<file path="src/rtl/nibble_reduce_seq.sv">
// Nibble-serial AND/OR/XOR reduction sequencer: accepts a WIDTH-bit word, feeds one
// nibble per cycle through a gates4 unit and returns the full-word reductions.

module gates4 (
  input  logic [3:0] i_nib,
  output logic       o_and,
  output logic       o_or,
  output logic       o_xor
);
  assign o_and = &i_nib;
  assign o_or  = |i_nib;
  assign o_xor = ^i_nib;
endmodule

module nibble_reduce_seq #(
  parameter int WIDTH = 16
) (
  input  logic             clk,
  input  logic             rst,
  input  logic             in_valid,
  output logic             in_ready,
  input  logic [WIDTH-1:0] in_data,
  output logic             out_valid,
  input  logic             out_ready,
  output logic             out_and,
  output logic             out_or,
  output logic             out_xor,
  output logic             busy
);
  localparam int NIB   = WIDTH / 4;
  localparam int CNT_W = (NIB > 1) ? $clog2(NIB) : 1;

  typedef enum logic [1:0] {
    S_IDLE,
    S_RUN,
    S_DONE
  } state_t;

  state_t             r_state;
  state_t             w_next;
  logic [WIDTH-1:0]   r_shreg;
  logic [CNT_W-1:0]   r_cnt;
  logic               r_acc_and;
  logic               r_acc_or;
  logic               r_acc_xor;
  logic               r_out_and;
  logic               r_out_or;
  logic               r_out_xor;
  logic               r_out_valid;
  logic               w_g_and;
  logic               w_g_or;
  logic               w_g_xor;
  logic               w_acc_and;
  logic               w_acc_or;
  logic               w_acc_xor;
  logic               w_last;
  logic               w_accept;

  gates4 u_gates4 (
    .i_nib (r_shreg[3:0]),
    .o_and (w_g_and),
    .o_or  (w_g_or),
    .o_xor (w_g_xor)
  );

  assign w_acc_and = r_acc_and & w_g_and;
  assign w_acc_or  = r_acc_or  | w_g_or;
  assign w_acc_xor = r_acc_xor ^ w_g_xor;
  assign w_last    = (r_cnt == CNT_W'(NIB - 1));
  assign w_accept  = in_valid && (r_state == S_IDLE);

  always_ff @(posedge clk or posedge rst) begin
    if (rst) begin
      r_state <= S_IDLE;
    end else begin
      r_state <= w_next;
    end
  end

  always_comb begin
    w_next = r_state;
    case (r_state)
      S_IDLE:  if (in_valid) w_next = S_RUN;
      S_RUN:   if (w_last) w_next = S_DONE;
      S_DONE:  if (out_ready) w_next = S_IDLE;
      default: w_next = S_IDLE;
    endcase
  end

  // Datapath: load on accept, fold one nibble per RUN cycle, publish on the last one
  always_ff @(posedge clk or posedge rst) begin
    if (rst) begin
      r_shreg     <= '0;
      r_cnt       <= '0;
      r_acc_and   <= 1'b0;
      r_acc_or    <= 1'b0;
      r_acc_xor   <= 1'b0;
      r_out_and   <= 1'b0;
      r_out_or    <= 1'b0;
      r_out_xor   <= 1'b0;
      r_out_valid <= 1'b0;
    end else begin
      if (w_accept) begin
        r_shreg   <= in_data;
        r_cnt     <= '0;
        r_acc_and <= 1'b1;
        r_acc_or  <= 1'b0;
        r_acc_xor <= 1'b0;
      end else if (r_state == S_RUN) begin
        r_shreg   <= r_shreg >> 4;
        r_cnt     <= r_cnt + CNT_W'(1);
        r_acc_and <= w_acc_and;
        r_acc_or  <= w_acc_or;
        r_acc_xor <= w_acc_xor;
        if (w_last) begin
          r_out_and   <= w_acc_and;
          r_out_or    <= w_acc_or;
          r_out_xor   <= w_acc_xor;
          r_out_valid <= 1'b1;
        end
      end else if ((r_state == S_DONE) && out_ready) begin
        r_out_valid <= 1'b0;
      end
    end
  end

  assign in_ready  = (r_state == S_IDLE);
  assign busy      = (r_state == S_RUN) || (r_state == S_DONE);
  assign out_valid = r_out_valid;
  assign out_and   = r_out_and;
  assign out_or    = r_out_or;
  assign out_xor   = r_out_xor;

endmodule
</file>
<file path="config.mk">
export PLATFORM = sky130hd
export DESIGN_NAME = nibble_reduce_seq
export DESIGN_NICKNAME = d
export VERILOG_FILES = /design/src/rtl/nibble_reduce_seq.sv
export SDC_FILE = /design/constraint.sdc
export NUM_CORES = 1
export LEC_CHECK = 0
export BUFFER_PORTS_ARGS = -buffer_cell sky130_fd_sc_hd__buf_2
export CORE_MARGIN = 5
export CORE_UTILIZATION = 30
export DETAILED_ROUTE_END_ITERATION = 6
export SYNTH_ARGS = -nofsm -noshare
export SYNTH_HDL_FRONTEND = slang
export SYNTH_SLANG_ARGS = --single-unit
export TNS_END_PERCENT = 10
</file>
<file path="constraint.sdc">
create_clock -name clk -period 3.89 [get_ports clk]
set_clock_uncertainty 0.1 [all_clocks]
set_input_delay 0.1945 -clock clk [delete_from_list [all_inputs] [get_ports clk]]
set_output_delay 0.1945 -clock clk [all_outputs]
set_load 0.02 [all_outputs]
</file>
; ---- Word-level counts from Yosys, hierarchy flattened
; Index checks and enable logic that the tools add are counted.
[word_totals]
word_cells = 50
in_bits = 20
reg_bits = 27
output_inout_bits = 6
[op_classes]
n_reduce_logical = 12
n_mux = 17
n_bitwise = 4
eq_ne = 6
addsub = 1
[op_table]
columns = cell, count
row1 = two-way mux 16 bit, 2
row2 = two-way mux 2 bit, 5
row3 = two-way mux 1 bit, 9
row4 = AND reduction 3 bit, 3
row5 = inequality test 2 bit (second input constant), 3
row6 = case mux 2 bit (3 select lines), 1
row7 = equality test 2 bit (second input constant), 2
row8 = AND reduction 4 bit, 1
row9 = nonzero test 2 bit, 2
row10 = OR reduction 4 bit, 1
row11 = parity 4 bit, 1
row12 = adder 2 x 1 -> 2 bit (second input constant), 1
row13 = equality test 2 x 1 -> 1 bit (second input constant), 1
row14 = logical AND 1 bit, 2
row15 = logical NOT 2 bit, 1
row16 = bitwise AND 1 bit, 1
row17 = logical OR 1 bit, 1
row18 = inverter 1 bit, 1
row19 = OR 1 bit, 1
row20 = XOR 1 bit, 1

; ---- Depth between registers and ports, before layout
[depth]
depth_word = 4
depth_mapped = 7
ltp_nobuf = 5

; ---- By module
; Synthesis repeated with hierarchy kept, for this count alone.
[unflattened]
hier_cells = 133
hier_area_um2 = 1335.0
[modules_own_cells]
columns = mod, n_inst, area_per_inst_um2, cells_each, seq_area_each_um2
row1 = nibble_reduce_seq, 1, 1251.2, 122, 675.6
row2 = gates4, 1, 83.8, 11, 0.0

; ---- Worst setup path after synthesis
; Ideal clock, no wire load.
[synth_timing]
path_kind = register to register
start = register r_state[0]
end = register r_out_and, in the netlist out_and
path_slack_ns = 2.049
stages_incl_launch_ff = 7
setup_ns = 0.125
synth_period_minus_slack_ns = 1.841
t_required_ns = 3.665
n_path_buf = 1
t_arrival_ns = 1.616
cell_sequence = dfrtp_1 -> inv_1 -> ha_1 -> and2_1 -> or3_1 -> buf_2 -> mux2_4
[synth_via]
elab_chain_len = 4
elab_cells_between_ends = 5
cone_classes = eq/ne (1) / bitwise (1) / reduce/logical (3)
[synth_lines]
columns = item, line_no
row1 = "start, declared", 39  ; state_t r_state;
row2 = "start signal, assigned", 76  ; r_state <= w_next;
row3 = logical NOT 2 bit, -
row4 = named net in_ready, 21  ; output logic in_ready,
row5 = logical AND 1 bit, 70  ; assign w_accept = in_valid && (r_state == S_IDLE);
row6 = inverter 1 bit (no source line), -
row7 = AND reduction 3 bit (no source line), -
row8 = "end signal, assigned", 116  ; r_out_and <= w_acc_and;
row9 = "end, declared", 46  ; logic r_out_and;
; The timed path passes the listed nets, and every way through them passes these cells.
; A chain may end at the register's enable or synchronous reset.

; ---- Worst setup path after layout
[layout_timing]
start = register r_state[1]
end = register r_out_xor, in the netlist out_xor
[layout_via]
elab_chain_len = 4
elab_cells_between_ends = 5
cone_classes = eq/ne (1) / bitwise (1) / reduce/logical (3)
[layout_lines]
columns = item, line_no
row1 = logical NOT 2 bit, 70
row2 = logical AND 1 bit, 70
row3 = inverter 1 bit (no source line), -
row4 = AND reduction 3 bit (no source line) (*), -
row5 = "end signal, assigned", 118  ; r_out_xor <= w_acc_xor;
row6 = "end, declared", 48  ; logic r_out_xor;
; Mark *: on every way between the ends. The rest lies on a longest branch, timed or not.

==> impl_metrics.csv <==
group,metric,value,unit
critical_path,arrival,2.17,ns
detailed_routing,drt_wl_total,2550,um
cells_and_area,layout.nets,185,
synth,ys_types,21,
synth,avgSynthCellArea,10.3,um^2
detailed_routing,firstDrtPassIters,5,
critical_path,critPathMaxStageDelay,0.46,ns
timing,fin_crit,2.11,ns
place,pre_cts_ws,1.79,ns
synth,synth_top_area_cell,"dfrtp_1",
global_routing,antenna_found_initial,0,
cells_and_area,final_cells,207,
critical_path,cp_cell_sequence,"inv_1, ha_1, buf_4, inv_6, or3_1, mux2_4",
floorplan,start_util,30.9,%
floorplan,die_x,77.0,um
cts,hold_buffers,0,
timing,finalWorstSetupSlack,1.78,ns
synth,synthCells,131,
critical_path,crit_type,"flip-flop to flip-flop",
floorplan,die_h,77.0,um
timing,slew_headroom,31.7,%
critical_path,cp_max_fo,17,
cts,cts_setup_buffers,0,
cts,cts_buffers,3,
cts,cts_buffer_depth,2,
timing,hold_viol,0,
synth,ys.flop_type,"dfrtp_1",
timing,slew_violations,0,
synth,synth-seq-area-share,50.2,%
status,outcome,"finished, final reports clean",
cts,cts_tree,"done",
place,dp_hpwl,1940,um
global_routing,grt_max_degree,40,
synth,ys_top_cells_by_area,"dfrtp_1 50%, mux2i_1 11%, ha_1 8.4%, nand2_1 7.0%, o21ai_0 6.3%",
critical_path,slowest_stage,"or3_1",
cts,cts.repair.resized,0,
cells_and_area,drive_gt1_share,21.9,%
critical_path,endpoint_kind,"flip-flop",
detailed_routing,antenna_left,0,
synth,syn_nets,160,
synth,synth.ff_latch_count,27,
timing,tightestPinTransition,1.02,ns
detailed_routing,wl_per_cell,12.3,um
cts,clockRootBuffer,"clkbuf_8",
timing,period_share,54.2,%
cts,clkSinkCount,27,
global_routing,grt_pass1_wl,4420,um
floorplan,core_area,4350,um^2
pwr,leakagePower,0.784,nW
hold_path,hp-class,"input pin to flip-flop",
timing,max_freq,475,MHz
place,dpl_cell_area,1520,um^2
place,port_buffers,25,
cts,path_clk_slew,0.10,ns
run,maxCapViolations,0,
cells_and_area,final_area,1570,um^2
pwr,power,0.00121,W
place,globalplace.congestion,0.734,
detailed_routing,drcViolationCount,0,
critical_path,crit_buf_inv,3,
synth,synth-edff-count,0,
timing,finalSetupViolCount,0,
global_routing,grt_overflow,0,
cts,h-tree-depth,1,
floorplan,die_area,5930,um^2
floorplan,rows,24,
synth,async_flop_share,100,%
synth,synth_area,1350,um^2
critical_path,crit_path_start_kind,"flip-flop",
detailed_routing,drtIter0Drc,48,
critical_path,cp_top_family,"buffers and inverters",
synth,yosys_warnings,0,
pwr,vdd_ir_drop_max,0.203,mV
cts,clk_latency,0.28,ns
synth,synth_top_area_share,50.2,%
timing,setup_tns,0,ns
detailed_routing,vias_per_cell,4.47,
synth,synth.most_common_cell,"dfrtp_1",
floorplan,io_pins,26,
place,placed_cells,203,
global_routing,grt_use_total,9.27,%
cells_and_area,insertedDiodeCount,0,
global_routing,grt_pass1_vias,950,
timing,rsz0062_at_grt,"no",
critical_path,required,3.96,ns
detailed_routing,vias,926,
synth,synth_common_cells,"27 x dfrtp_1, 25 x nand2_1, 17 x o21ai_0, 15 x mux2i_1, 11 x inv_1",
cells_and_area,area_growth,16.3,%
pwr,powerDensity,772,nW/um^2
==> stage by stage <==
step / utilization, % / hold slack, ns
final: 35.9 / 0.0120
after global placement: 34.8 / 0.301
after floorplan: - / 0.147
after detailed placement: 34.8 / 0.302
after CTS: 35.9 / 0.00261
after global routing: 35.9 / 0.00466
==> placed cells by master (no fill, tap or decap), drive strengths merged <==
cell     n
ha       9
dfrtp   27
xnor2    3
mux2i   15
and2     1
o31ai    1
o21ai   17
buf     27
clkbuf   3
nand2   25
a21oi    2
inv     13
a222oi   1
or3      2
a21o     1
nor2     4
and3     1
mux2     3
==> layout make-up <==
| type | instances | area [um^2] |
|---|---|---|
| Fill cell | 452 | 2790 |
| Sequential cell | 27 | 676 |
| Multi-Input combinational cell | 85 | 584 |
| Timing Repair Buffer | 27 | 140 |
| Tap cell | 52 | 65.1 |
| Inverter | 12 | 50.0 |
| Clock buffer | 3 | 41.3 |
| Clock inverter | 1 | 8.76 |
==> worst reg2reg max path: stages, from the launching register on <==
cell     delay (ns)
dfrtp_1        0.39
inv_1          0.11
ha_1           0.21
buf_4          0.31
inv_6          0.08
or3_1          0.46
mux2_4         0.33
==> worst paths after layout <==
check | from | endpoint | slack [ns] | cells past startpoint
setup reg to reg | r_state[1] | out_xor | 1.78 | 6
max in group asynchronous | rst | r_acc_and | 3.02 | 2
setup / recovery | r_state[1] | out_xor | 1.78 | 6
min in group asynchronous | rst | out_valid | 0.05 | 2
hold reg to reg | r_acc_and | r_acc_and | 0.37 | 1
hold / removal | in_data[11] | r_shreg[11] | 0.01 | 3
==> power by group <==
| part | internal (W) | switching (W) | leakage [nW] |
|---|---|---|---|
| Combinational | 0.000249 | 0.000314 | 0.421 |
| Sequential | 0.000406 | 0.0000729 | 0.337 |
| Clock | 0.0000752 | 0.0000917 | 0.0261 |
==> cells by family (layout without fill, tap and decap cells) <==
kind of cell / count (synthesis) / after routing / synth area share [%]
multiplexers: 18 / 18 / 14.2
flip-flops: 27 / 27 / 50.2
buffers and inverters: 19 / 43 / 6.41
adder cells (fa/ha/maj): 9 / 9 / 8.36
AND/OR/NAND/NOR: 33 / 33 / 9.94
AO/OA/AOI/OAI: 22 / 22 / 8.92
XOR/XNOR: 3 / 3 / 1.95
==> metal layers <==
layer | wire (um) | GRT usage (%)
met4 | 36 | 3.61
met2 | 1200 | 14.0
met5 | 0 | 0
met1 | 1220 | 12.5
met3 | 91 | 2.58
==> flip-flops by register name, summed over array words and instances (netlist names) <==
signal,flops
r_shreg,16
out_valid,1
r_cnt,2
r_acc_xor,1
out_and,1
out_or,1
r_acc_and,1
r_state,2
out_xor,1
r_acc_or,1
No activity file was read; power rests on OpenSTA's default activity.
